<file path="src/rtl/uart_bus_loader_pkg.sv">
// Shared constants and state encoding for the UART bus loader.
package uart_bus_loader_pkg;

  localparam logic [7:0] CMD_WRITE        = 8'h57;
  localparam logic [7:0] CMD_READ         = 8'h52;
  localparam logic [7:0] ACK_BYTE_DEFAULT = 8'h06;
  localparam logic [7:0] NAK_BYTE_DEFAULT = 8'h15;

  typedef enum logic [2:0] {
    ST_IDLE   = 3'd0,
    ST_ADDR   = 3'd1,
    ST_DATA   = 3'd2,
    ST_BUS    = 3'd3,
    ST_TXRESP = 3'd4
  } state_e;

endpackage

</file>
<file path="src/rtl/uart_bus_loader_tx_queue.sv">
// Up to four reply bytes, shifted out LSB first, with start pulses spaced
// so a late-rising transmitter busy flag is never raced.
module loader_tx_queue (
  input  logic        clk25,
  input  logic        rst,
  input  logic        load_i,
  input  logic [2:0]  load_cnt_i,
  input  logic [31:0] load_data_i,
  input  logic        txdBusy_i,
  output logic        txdStart_o,
  output logic [7:0]  txdData_o,
  output logic [2:0]  count_o
);

  logic [31:0] bytes_q, bytes_d;
  logic [2:0]  count_q, count_d;
  logic [1:0]  recent_q, recent_d;

  // recent_q remembers pulses from the previous two cycles
  assign txdStart_o = (count_q != 3'd0) && !txdBusy_i && (recent_q == 2'b00);
  assign txdData_o  = bytes_q[7:0];
  assign count_o    = count_q;

  always_comb begin
    bytes_d  = bytes_q;
    count_d  = count_q;
    recent_d = {recent_q[0], txdStart_o};
    if (load_i) begin
      bytes_d = load_data_i;
      count_d = load_cnt_i;
    end else if (txdStart_o) begin
      bytes_d = {8'h00, bytes_q[31:8]};
      count_d = count_q - 3'd1;
    end
  end

  always_ff @(posedge clk25) begin
    if (rst) begin
      bytes_q  <= '0;
      count_q  <= '0;
      recent_q <= '0;
    end else begin
      bytes_q  <= bytes_d;
      count_q  <= count_d;
      recent_q <= recent_d;
    end
  end

endmodule

</file>
<file path="src/rtl/uart_bus_loader.sv">
// UART command parser that performs one 32-bit device-bus read or write per
// packet and answers through the transmitter.
module uart_bus_loader
  import uart_bus_loader_pkg::*;
#(
  parameter int unsigned TIMEOUT_CYCLES = 25000000,
  parameter logic [7:0]  ACK_BYTE       = ACK_BYTE_DEFAULT,
  parameter logic [7:0]  NAK_BYTE       = NAK_BYTE_DEFAULT
) (
  input  logic        clk25,
  input  logic        rst,
  input  logic        rxdReady_i,
  input  logic [7:0]  rxdData_i,
  input  logic        txdBusy_i,
  output logic        txdStart_o,
  output logic [7:0]  txdData_o,
  output logic        devEnable_o,
  output logic        devWrite_o,
  input  logic        devBusy_i,
  output logic [31:0] devDataSave_o,
  input  logic [31:0] devDataLoad_i,
  output logic [31:0] devPhysicalAddr_o,
  output logic [3:0]  devByteSelect_o,
  output logic        busActive_o
);

  localparam logic [31:0] GAP_LIMIT = 32'(TIMEOUT_CYCLES);

  state_e      state_q, state_d;
  logic [1:0]  cnt_q, cnt_d;
  logic [31:0] addr_q, addr_d;
  logic [31:0] data_q, data_d;
  logic [31:0] gap_q, gap_d;
  logic        is_write_q, is_write_d;

  logic        q_load;
  logic [2:0]  q_load_cnt;
  logic [31:0] q_load_data;
  logic [2:0]  q_count;
  logic        q_start;
  logic        bus_en;

  loader_tx_queue u_tx_queue (
    .clk25       (clk25),
    .rst         (rst),
    .load_i      (q_load),
    .load_cnt_i  (q_load_cnt),
    .load_data_i (q_load_data),
    .txdBusy_i   (txdBusy_i),
    .txdStart_o  (q_start),
    .txdData_o   (txdData_o),
    .count_o     (q_count)
  );

  assign txdStart_o = q_start;

  always_comb begin
    state_d     = state_q;
    cnt_d       = cnt_q;
    addr_d      = addr_q;
    data_d      = data_q;
    is_write_d  = is_write_q;
    gap_d       = '0;
    q_load      = 1'b0;
    q_load_cnt  = 3'd0;
    q_load_data = '0;
    case (state_q)
      ST_IDLE: begin
        cnt_d = 2'd0;
        if (rxdReady_i) begin
          if (rxdData_i == CMD_WRITE || rxdData_i == CMD_READ) begin
            is_write_d = (rxdData_i == CMD_WRITE);
            state_d    = ST_ADDR;
          end else begin
            q_load      = 1'b1;
            q_load_cnt  = 3'd1;
            q_load_data = {24'h0, NAK_BYTE};
            state_d     = ST_TXRESP;
          end
        end
      end
      ST_ADDR, ST_DATA: begin
        if (rxdReady_i) begin
          if (state_q == ST_ADDR) begin
            addr_d[{cnt_q, 3'b000} +: 8] = rxdData_i;
          end else begin
            data_d[{cnt_q, 3'b000} +: 8] = rxdData_i;
          end
          cnt_d = cnt_q + 2'd1;
          if (cnt_q == 2'd3) begin
            state_d = (state_q == ST_ADDR && is_write_q) ? ST_DATA : ST_BUS;
          end
        end else if (gap_q == GAP_LIMIT) begin
          // host went quiet mid-packet: drop it silently
          state_d = ST_IDLE;
        end else begin
          gap_d = gap_q + 32'd1;
        end
      end
      ST_BUS: begin
        if (!devBusy_i) begin
          q_load      = 1'b1;
          q_load_cnt  = is_write_q ? 3'd1 : 3'd4;
          q_load_data = is_write_q ? {24'h0, ACK_BYTE} : devDataLoad_i;
          state_d     = ST_TXRESP;
        end
      end
      ST_TXRESP: begin
        if ((q_start && q_count == 3'd1) || q_count == 3'd0) begin
          state_d = ST_IDLE;
        end
      end
      default: state_d = ST_IDLE;
    endcase
  end

  always_ff @(posedge clk25) begin
    if (rst) begin
      state_q    <= ST_IDLE;
      cnt_q      <= '0;
      addr_q     <= '0;
      data_q     <= '0;
      gap_q      <= '0;
      is_write_q <= 1'b0;
    end else begin
      state_q    <= state_d;
      cnt_q      <= cnt_d;
      addr_q     <= addr_d;
      data_q     <= data_d;
      gap_q      <= gap_d;
      is_write_q <= is_write_d;
    end
  end

  // Request outputs are zero outside BUS so the top-level mux sees a clean bus
  assign bus_en            = (state_q == ST_BUS);
  assign devEnable_o       = bus_en;
  assign devWrite_o        = bus_en && is_write_q;
  assign devPhysicalAddr_o = bus_en ? addr_q : 32'h0;
  assign devDataSave_o     = (bus_en && is_write_q) ? data_q : 32'h0;
  assign devByteSelect_o   = bus_en ? 4'hf : 4'h0;
  assign busActive_o       = (state_q == ST_ADDR) || (state_q == ST_DATA) || bus_en;

endmodule
</file>
<file path="config.mk">
export PLATFORM = sky130hd
export DESIGN_NAME = uart_bus_loader
export DESIGN_NICKNAME = d
export VERILOG_FILES = /design/src/rtl/uart_bus_loader_pkg.sv /design/src/rtl/uart_bus_loader_tx_queue.sv /design/src/rtl/uart_bus_loader.sv
export SDC_FILE = /design/constraint.sdc
export NUM_CORES = 1
export LEC_CHECK = 0
export CAP_MARGIN = 10
export CORE_UTILIZATION = 58
export CTS_BUF_LIST = sky130_fd_sc_hd__clkbuf_2
export DETAILED_ROUTE_END_ITERATION = 10
export PLACE_DENSITY = 0.95
export SLEW_MARGIN = 20
export SYNTH_ARGS = -nofsm -noshare
export SYNTH_HDL_FRONTEND = slang
export SYNTH_SLANG_ARGS = --single-unit
</file>
<file path="constraint.sdc">
create_clock -name clk25 -period 5.15 [get_ports clk25]
set_input_delay 0.515 -clock clk25 [delete_from_list [all_inputs] [get_ports clk25]]
set_output_delay 0.515 -clock clk25 [all_outputs]
set_load 0.05 [all_outputs]
</file>
==> results of run 1 <==
cell type report:
type	count	share of cell area
multi-input combinational	613	0.428
sequential	139	0.347
timing repair buffer	129	0.159
clock inverter	15	0.0264
tap	140	0.0219
clock buffer	17	0.0106
inverter	14	0.00656
worst min-delay path by stage:
stage | start | end | slack (ps) | cells after the start
4_1_cts | devDataLoad_i[29] | u_tx_queue.bytes_q[29]$_SDFFE_PP0P_ | 290 | 3
3_3_place_gp | u_tx_queue.recent_q[0]$_SDFF_PP0_ | u_tx_queue.recent_q[1]$_SDFF_PP0_ | 430 | 1
3_5_place_dp | addr_q[21]$_SDFFE_PP0P_ | addr_q[21]$_SDFFE_PP0P_ | 440 | 2
2_1_floorplan | u_tx_queue.recent_q[0]$_SDFF_PP0_ | u_tx_queue.recent_q[1]$_SDFF_PP0_ | 430 | 1
5_1_grt | devDataLoad_i[28] | u_tx_queue.bytes_q[28]$_SDFFE_PP0P_ | 280 | 3
6_report | devDataLoad_i[26] | u_tx_queue.bytes_q[26]$_SDFFE_PP0P_ | 350 | 3
metrics by stage:
step	instance area [µm²]	setup slack, ps	hold WS, ps	instances	power, mW
6_report	8020	897	350	1067	2.15
3_3_place_gp	7720	1590	434	1035	1.40
3_5_place_dp	7720	1570	442	1035	1.41
2_1_floorplan	6610	2710	429	843	1.33
5_1_grt	8020	670	280	1067	2.25
4_1_cts	8020	862	291	1067	2.16
layer usage:
layer  track usage  up-vias
met5             0        -
met3        0.0699       24
met1         0.372     2888
met2         0.453      252
li1              -     3022
met4        0.0782        0
state kept, by name (all words and copies together), names as in the netlist:
signal,count
state_q,3
u_tx_queue.count_o,3
addr_q,32
u_tx_queue.recent_q,2
cnt_q,2
data_q,32
u_tx_queue.bytes_q,32
is_write_q,1
gap_q,32
kinds of logic (layout without fill, tap and decap cells):
group | count (synthesis) | in the layout
adders and majority gates | 12 | 12
AOI/OAI and AO/OA | 134 | 134
and+or+nand+nor | 439 | 439
DFF | 139 | 139
xor gates and xnor gates | 27 | 27
buffers and inverters | 91 | 175
muxes | 1 | 1
worst reg2reg max path, stage by stage, from the launching register on:
cell,delay [ps]
sky130_fd_sc_hd__dfxtp_1,640
sky130_fd_sc_hd__and3b_2,940
sky130_fd_sc_hd__nand2b_1,380
sky130_fd_sc_hd__nand2_1,670
sky130_fd_sc_hd__a2bb2oi_1,280
sky130_fd_sc_hd__nor3_1,70
cells in the mapped netlist (all sizes together), types with 11 or more instances:
| cell type | n | area, µm² |
|---|---|---|
| ha | 11 | 138 |
| nor3 | 29 | 145 |
| xnor2 | 15 | 131 |
| a21oi | 93 | 465 |
| a2bb2oi | 20 | 175 |
| nand3 | 82 | 410 |
| and2 | 47 | 294 |
| dfxtp | 139 | 2780 |
| buf | 22 | 144 |
| clkbuf | 55 | 206 |
| inv | 14 | 52.6 |
| nand2 | 115 | 434 |
| nor2 | 77 | 289 |
| and3 | 40 | 251 |
| xor2 | 12 | 105 |
power groups by stage:
stage | combinational (mW) | clock (mW) | sequential, mW
6_report | 0.268 | 0.762 | 1.12
5_1_grt | 0.290 | 0.828 | 1.13
4_1_cts | 0.265 | 0.775 | 1.12
3_5_place_dp | 0.263 | 0 | 1.14
3_3_place_gp | 0.258 | 0 | 1.14
2_1_floorplan | 0.195 | 0 | 1.14
==> summary.md, run 1 <==
The logs give 0.281 for the overall global routing resource usage and 0 for the number of antenna violations at the first check in global routing. For the fmax, the log shows 235 MHz. After detailed routing, the average wire length per cell comes to 15.1 µm. For the share of power burned in combinational logic, the log shows 0.124. Port buffering added 124 buffers. Counting the buffers created by CTS gives 17.

The parity-gate share of the synthesized area counting xor and xnor cells was 0.0358. The synthesized-area fraction occupied by ao, oa, aoi and oai cells is 0.125, and the layout overhead on the synthesized area is 21.2%. Cell at the slowest stage of the critical path: sky130_fd_sc_hd__or4_1. Category of the worst setup path launch point: a register.

Synthesis handed over a netlist of 843 instances. Counting I/O delays and the setup requirement, the final critical path takes 4250 ps. Dividing the detail-routed via count by the number of cells gives 5.80. During synthesis, Yosys emitted a total of 0 warnings.

For the worst supply voltage drop on vdd, the log shows 0.166 mV. The worst setup path is captured at an output port. The tools report the power share of the sequential group as 0.522.

The logs give 7.88 mm for the sum of met2 wire segment lengths after detailed routing and 2.90 nW for the static leakage power. Across the whole layout, storage elements account for 2780 µm². The most frequent standard cell in the layout excluding fill and tap cells was sky130_fd_sc_hd__dfxtp_1. The average instance in the mapped netlist occupies 7.85 µm². Worst setup path endpoint: txdStart_o. The fraction of power spent switching nets was 0.281. The critical path starts at u_tx_queue.count_o[0]$_SDFFE_PP0P_.

Clock latency on the worst-skew pair, taken at its later pin, is 660 ps. Uppermost layer routed: met4. The number of sinks on the clock net is 139, and the simple-gate share of the synthesized area is 0.333. The die covers 11800 µm².

The accumulated negative setup slack was 0 ps; the count of hold buffers inserted by post-cts repair was 0. The first-pass GRT wire length was 26.2 mm. The actual transition at the worst max-transition pin works out to 1070 ps. The number of nets in the synthesized netlist is 899. The flow ran to the end, and the final reports show no timing, DRC or antenna violations. The internal power summed over all cells is 1.55 mW, and the starting density of the core is 0.602.

The number of gates resized after cts is 0. Counting buffers and inverters, the worst setup path is 6 cells deep. The DRC violation count after routing was 0; the count of antenna-violating nets left after detailed routing was 0. The tools report the deepest clock path buffer count as 2. The clock network fraction of total power came out at 0.354. The logs give 55 for the number of distinct standard cells referenced by the synthesized netlist and 2080 ps for the register-to-register path setup slack. In the layout the commonest cells are sky130_fd_sc_hd__dfxtp_1 (138), sky130_fd_sc_hd__clkdlybuf4s50_1 (123), sky130_fd_sc_hd__nand2_1 (114). The path type of the worst setup path was reg2out. In this run the horizontal extent of the chip is 109 µm. Launch point of the worst reg-to-reg path: state_q[0]$_SDFFE_PP0P_. Entering global routing, the biggest net connects 106 pins. Yosys mapped a number of flops with a built-in enable equal to 0. The detailed router placed 6186 vias in this run. In the final design database the tool counted 970 nets.

After synthesis, the largest family of logic cells by area is simple AND/OR/NAND/NOR gates. Fraction of the mapped netlist area in adder cells: 0.0223. Setup repair after global routing left no endpoint under its margin. The clock-pin transition on the worst setup and hold timing paths was 230 ps; the area of the placeable core was 11000 µm².

Max-cap violations in this run came to 0. The arrival time at the worst endpoint came out at 3740 ps. The period utilization was 0.826; the relative slew slack was 0.286. The number of slew-limit violations in the final report is 0, and the power per cell area is 269 nW/µm². CTS built an H-tree with a depth of 4. The run gives 4640 ps as the data required time at the worst endpoint. The run gives 31.9 ps as the maximum clock skew at final layout.

The cell area that synthesis handed to floorplanning was 6610 µm². The total met3 wirelength after detailed routing is 1.21 mm. In this run, the number of DRC markers left after iteration 0 of detailed routing was 414. The path type of the worst min-delay path is in2reg. Pin placement for this block handled 125 I/O pins.

The analysis attributes to net switching a power of 605 µW. The critical path goes through inv_1 -> ha_1 -> ha_1 -> or4_1 -> inv_2 -> clkdlybuf4s50_1. Setup violations remaining at the end of the flow were counted as 0. The number of setup buffers added after CTS is 0. The logs give 0.421 for the fraction of the yosys area taken by sequential cells and 6.77 mm for the detailed-route wire length on metal 1. The run gives 0.730 as the final core area utilization. The delay of the slowest critical-path stage is 960 ps. Async set-reset flop share out of synthesis: 0. Before antenna repair, the detailed router went through 5 iterations.

At the end of routability-driven placement, the weighted congestion stood at 0.836. The routed design has 16.1 mm of wire. The critical path buffer and inverter count works out to 3. Counting stages on the worst path, the most repeated cell is sky130_fd_sc_hd__ha_1. For the antenna diode count, the log shows 0. The share of final-layout standard cells stronger than drive strength 1 was 0.0572; the chip height was 109 µm. Measured in cells, the most critical reg-to-reg path has a length of 5. Detailed placement finished with a half-perimeter wire length of 10.6 mm.

The largest driver fanout on the critical path was 28. The endpoint identified for the worst register-to-register timing path is u_tx_queue.bytes_q[10]$_SDFFE_PP0P_. Summing all multi-input logic gate instances after layout gives 3430 µm². The row count was 38.

Most frequently used flop master after synthesis: sky130_fd_sc_hd__dfxtp_1. The post-synthesis sequential element count came out at 139. The sum of overflow across all layers after global routing came out at 0.

TritonCTS built the clock tree. The root buffer cell chosen for the clock tree is sky130_fd_sc_hd__clkbuf_2. The multiplexer share of the synthesized area is 0.00151. The tools report the number of global-route vias before repair as 5526.

Fill cells in the final layout number 822. The category of cells accounting for the largest share of critical-path delay was buffers and inverters. The run gives 0 as the number of endpoints with negative hold slack in the final report.
Power figures use the tool's default switching activity.
==> run 2, diff against run 1 <==
CORE_UTILIZATION = 49   (was 58)
PLACE_DENSITY = 0.86   (was 0.95)
clock period = 3.45 ns   (was 5.15 ns; I/O delays follow)
==> run 2 against run 1 <==
First-iteration DRC count is 21% higher. Flip-flop and latch count stayed put. Core utilization down 11 points. Design area rose by 2.5%. Power increased by 52%. Worst setup slack got worse by 670 ps. Non-clock buffer count rose by 14. Critical path depth shrank 2. Clock skew fell by 5.1 ps.
==> summary.md, run 2 (synthesis gave the netlist of run 1 again) <==
The final count of negative-setup-slack endpoints is 0 (unchanged), and the minimum period implied by the final worst setup slack is 3220 ps. For the number of endpoints with negative hold slack in the final report, the log shows 0 (unchanged). The first-pass GRT wire length came out at 27.8 mm (was 26.2 mm). The fmax was 310 MHz; the final routed wirelength across all metal layers was 16.9 mm (was 16.1 mm). The run gives 42 (was 38) as the row count. The run gives 2 (unchanged) as the deepest clock path buffer count.

The clock network latency to the later pin of the worst-skew pair is 710 ps (was 660 ps). Mean number of vias per cell: 5.58 (was 5.80). The run gives 4 (unchanged) as the H-tree level count. Setup repair after global routing left no endpoint under its margin. The number of slew-limit violations in the final report came out at 0 (unchanged). The overall die width was 118 µm (was 109 µm); the power share of the sequential group was 0.511 (was 0.522).

CP Cell Sequence: and3b_2 -> buf_12 -> and3_1 -> clkdlybuf4s50_1 (was inv_1 -> ha_1 -> ha_1 -> or4_1 -> inv_2 -> clkdlybuf4s50_1). The total power draw came out at 3.28 mW (was 2.15 mW). The chip height works out to 118 µm (was 109 µm). TritonCTS built the clock tree. The run gives 0.794 (was 0.836) as the global placement routability congestion. The period utilization works out to 0.934. Internal power summed over all cells: 2.44 mW (was 1.55 mW). Launch point of the worst reg-to-reg path: u_tx_queue.count_o[0]$_SDFFE_PP0P_ (was state_q[0]$_SDFFE_PP0P_).

The post-DP HPWL is 11.7 mm (was 10.6 mm), and the worst supply voltage drop on vdd is 0.236 mV (was 0.166 mV). The worst flop-to-flop path endpoint is state_q[1]$_SDFFE_PP0P_ (was u_tx_queue.bytes_q[10]$_SDFFE_PP0P_). The startpoint of the lowest-slack hold path was devDataLoad_i[24] (was devDataLoad_i[26]). The number of global-route vias before repair was 5801 (was 5526); the number of input and output port buffers inserted was 124 (unchanged). The count of antenna-violating nets left after detailed routing was 0 (unchanged). The data required time at the worst endpoint was 3110 ps (was 4640 ps). The category of the worst setup path launch point is a register (unchanged). Final core area utilization: 0.623 (was 0.730). The initial detailed-routing violation count is 499 (was 414). The path type of the worst min-delay path was in2reg (unchanged). The tools report the post-placement setup slack as 648 ps (was 1570 ps). The cell at the slowest stage of the critical path was sky130_fd_sc_hd__clkdlybuf4s50_1 (was sky130_fd_sc_hd__or4_1). The clock network fraction of total power is 0.365 (was 0.354). For the DRC violation count after routing, the log shows 0 (unchanged). The tools report the relative slew slack as 0.264 (was 0.286). For the fill cell total of the finished layout, the log shows 1155 (was 822). Number of instances on the worst hold path: 3 (unchanged). The run gives 0 (unchanged) as the number of antenna violations at the first check in global routing. The run finished with clean final reports.

The capture endpoint of the worst hold path was u_tx_queue.bytes_q[24]$_SDFFE_PP0P_ (was u_tx_queue.bytes_q[26]$_SDFFE_PP0P_). The power per cell area was 399 nW/µm² (was 269 nW/µm²); the number of sinks on the clock net was 139 (unchanged). For the minimum hold slack, the log shows 152 ps (was 350 ps).

The delay of the slowest critical-path stage came out at 820 ps (was 960 ps). Critical path capture point type: an output port (unchanged). The tools report the via total after detailed routing as 6228 (was 6186).

For the static leakage power, the log shows 3.01 nW (was 2.90 nW). The layout overhead on the synthesized area was 24.2% (was 21.2%); the clock-pin transition on the worst setup and hold timing paths was 200 ps (was 230 ps). The number of I/O pins is 125 (unchanged). Most frequent standard cell in the layout excluding fill and tap cells: sky130_fd_sc_hd__dfxtp_1 (unchanged). The overall global routing resource usage is 0.244 (was 0.281), and the largest driver fanout on the critical path is 57 (was 28). The average wire per standard cell came out at 15.1 µm (about the same).

Starting density of the core: 0.501 (was 0.602). The share of power burned in combinational logic was 0.124 (about the same). The tools report the largest net degree at the start of global routing as 105 (was 106). The total CTS buffers was 17 (unchanged). Path type of the worst setup path: reg2out (unchanged).

The critical path buffer and inverter count is 2 (was 3), and the minimum setup slack in the final design is 229 ps (was 897 ps). The antenna diode count was 0 (unchanged). For the final layout net count, the log shows 984 (was 970). The actual transition at the worst max-transition pin was 1100 ps (was 1070 ps); the arrival time at the worst endpoint was 2880 ps (was 3740 ps). The accumulated negative setup slack came out at 0 ps (unchanged). Category of cells accounting for the largest share of critical-path delay: buffers and inverters (unchanged). The fraction of power spent switching nets is 0.256 (was 0.281), and the area of the placeable core is 13200 µm² (was 11000 µm²). The root buffer cell is sky130_fd_sc_hd__clkbuf_2 (unchanged).

The register-to-register path setup slack is 930 ps (was 2080 ps), and the number of cells on the worst reg-to-reg path is 9 (was 5). The max-cap check violation count came out at 0 (unchanged). The logs give 14000 µm² (was 11800 µm²) for the overall die area and 26.8 ps (was 31.9 ps) for the maximum clock skew at final layout.

The sum of overflow across all layers after global routing came out at 0 (unchanged). Number of optimization iterations in the first detailed-route pass: 5 (unchanged). Net switching power figure: 842 µW (was 605 µW). Top library cells by usage in the layout, fill and taps aside: sky130_fd_sc_hd__dfxtp_1 (137), sky130_fd_sc_hd__clkdlybuf4s50_1 (120), sky130_fd_sc_hd__nand2_1 (114) (was sky130_fd_sc_hd__dfxtp_1 (138), sky130_fd_sc_hd__clkdlybuf4s50_1 (123), sky130_fd_sc_hd__nand2_1 (114)). The share of final-layout standard cells stronger than drive strength 1 is 0.0701 (was 0.0572). The buffers inserted during post-CTS setup optimization is 0 (unchanged).
run 2: changes by cell type in the layout (fill, tap and decap cells not counted), sizes merged, moves of 2 or more:
cell           delta
clkdlybuf4s50     -3
dlymetal6s2s      +2
inv               -5
bufinv            +2
buf              +14
run 2: per-layer routing:
metal / track usage / up-vias / part of all wire
li1: - / 3050 / -
met1: 0.322 / 2903 / 0.45
met2: 0.387 / 239 / 0.47
met3: 0.0569 / 36 / 0.061
met4: 0.0938 / 0 / 0.024
met5: 0 / - / 0
run 2: cell type report:
| type | instances | area, µm² | share of cell area |
|---|---|---|---|
| clock buffers | 18 | 90.1 | 0.0110 |
| flip-flops and latches | 139 | 2790 | 0.339 |
| multi-input cells | 613 | 3430 | 0.418 |
| repair buffers | 143 | 1410 | 0.172 |
| inverters | 14 | 52.6 | 0.00640 |
| clock inverters | 14 | 225 | 0.0274 |
| well taps | 176 | 220 | 0.0268 |
run 2: what timing repair did:
action / CTS / global route
endpoints found under the setup margin: 0 / 50
gates resized for setup: 0 / 4
hold buffers: 1 / 0
endpoints found under the hold margin: 3 / 0
run 2: metrics by stage:
stage / area, µm² / instances
after floorplan: 6610 / 843
after global placement: 7880 / 1084
after detailed placement: 7880 / 1084
after CTS: 8210 / 1117
after global routing: 8220 / 1117
final: 8220 / 1117
run 2: worst max-delay path by stage:
stage / slack (ps) / cells after the start / startpoint / end
final: 230 / 4 / state_q[1]$_SDFFE_PP0P_ / devDataSave_o[15]
after global placement: 750 / 6 / rxdData_i[6] / u_tx_queue.count_o[1]$_SDFFE_PP0P_
after detailed placement: 650 / 6 / rxdData_i[6] / u_tx_queue.count_o[1]$_SDFFE_PP0P_
after floorplan: 1010 / 9 / u_tx_queue.count_o[0]$_SDFFE_PP0P_ / state_q[1]$_SDFFE_PP0P_
after global routing: 80 / 4 / state_q[1]$_SDFFE_PP0P_ / devDataSave_o[17]
after CTS: 30 / 4 / state_q[1]$_SDFFE_PP0P_ / devDataSave_o[30]
run 2: worst register-to-register path, stage by stage, from the launching register on:
cell and delay, ps:
sky130_fd_sc_hd__dfxtp_1 420, sky130_fd_sc_hd__inv_1 60, sky130_fd_sc_hd__ha_1 200, sky130_fd_sc_hd__ha_1 200, sky130_fd_sc_hd__or4_1 510, sky130_fd_sc_hd__buf_4 240, sky130_fd_sc_hd__inv_2 180, sky130_fd_sc_hd__a31o_2 210
sky130_fd_sc_hd__nand4b_1 150, sky130_fd_sc_hd__a31o_2 280
run 2: power by group through the flow:
stage               clock network [mW]  registers [mW]  logic (mW)
detailed placement                   0            1.71       0.404
global route                      1.30            1.68       0.441
finish                            1.20            1.68       0.408
floorplan                            0            1.70       0.291
global placement                     0            1.71       0.395
CTS                               1.21            1.68       0.406
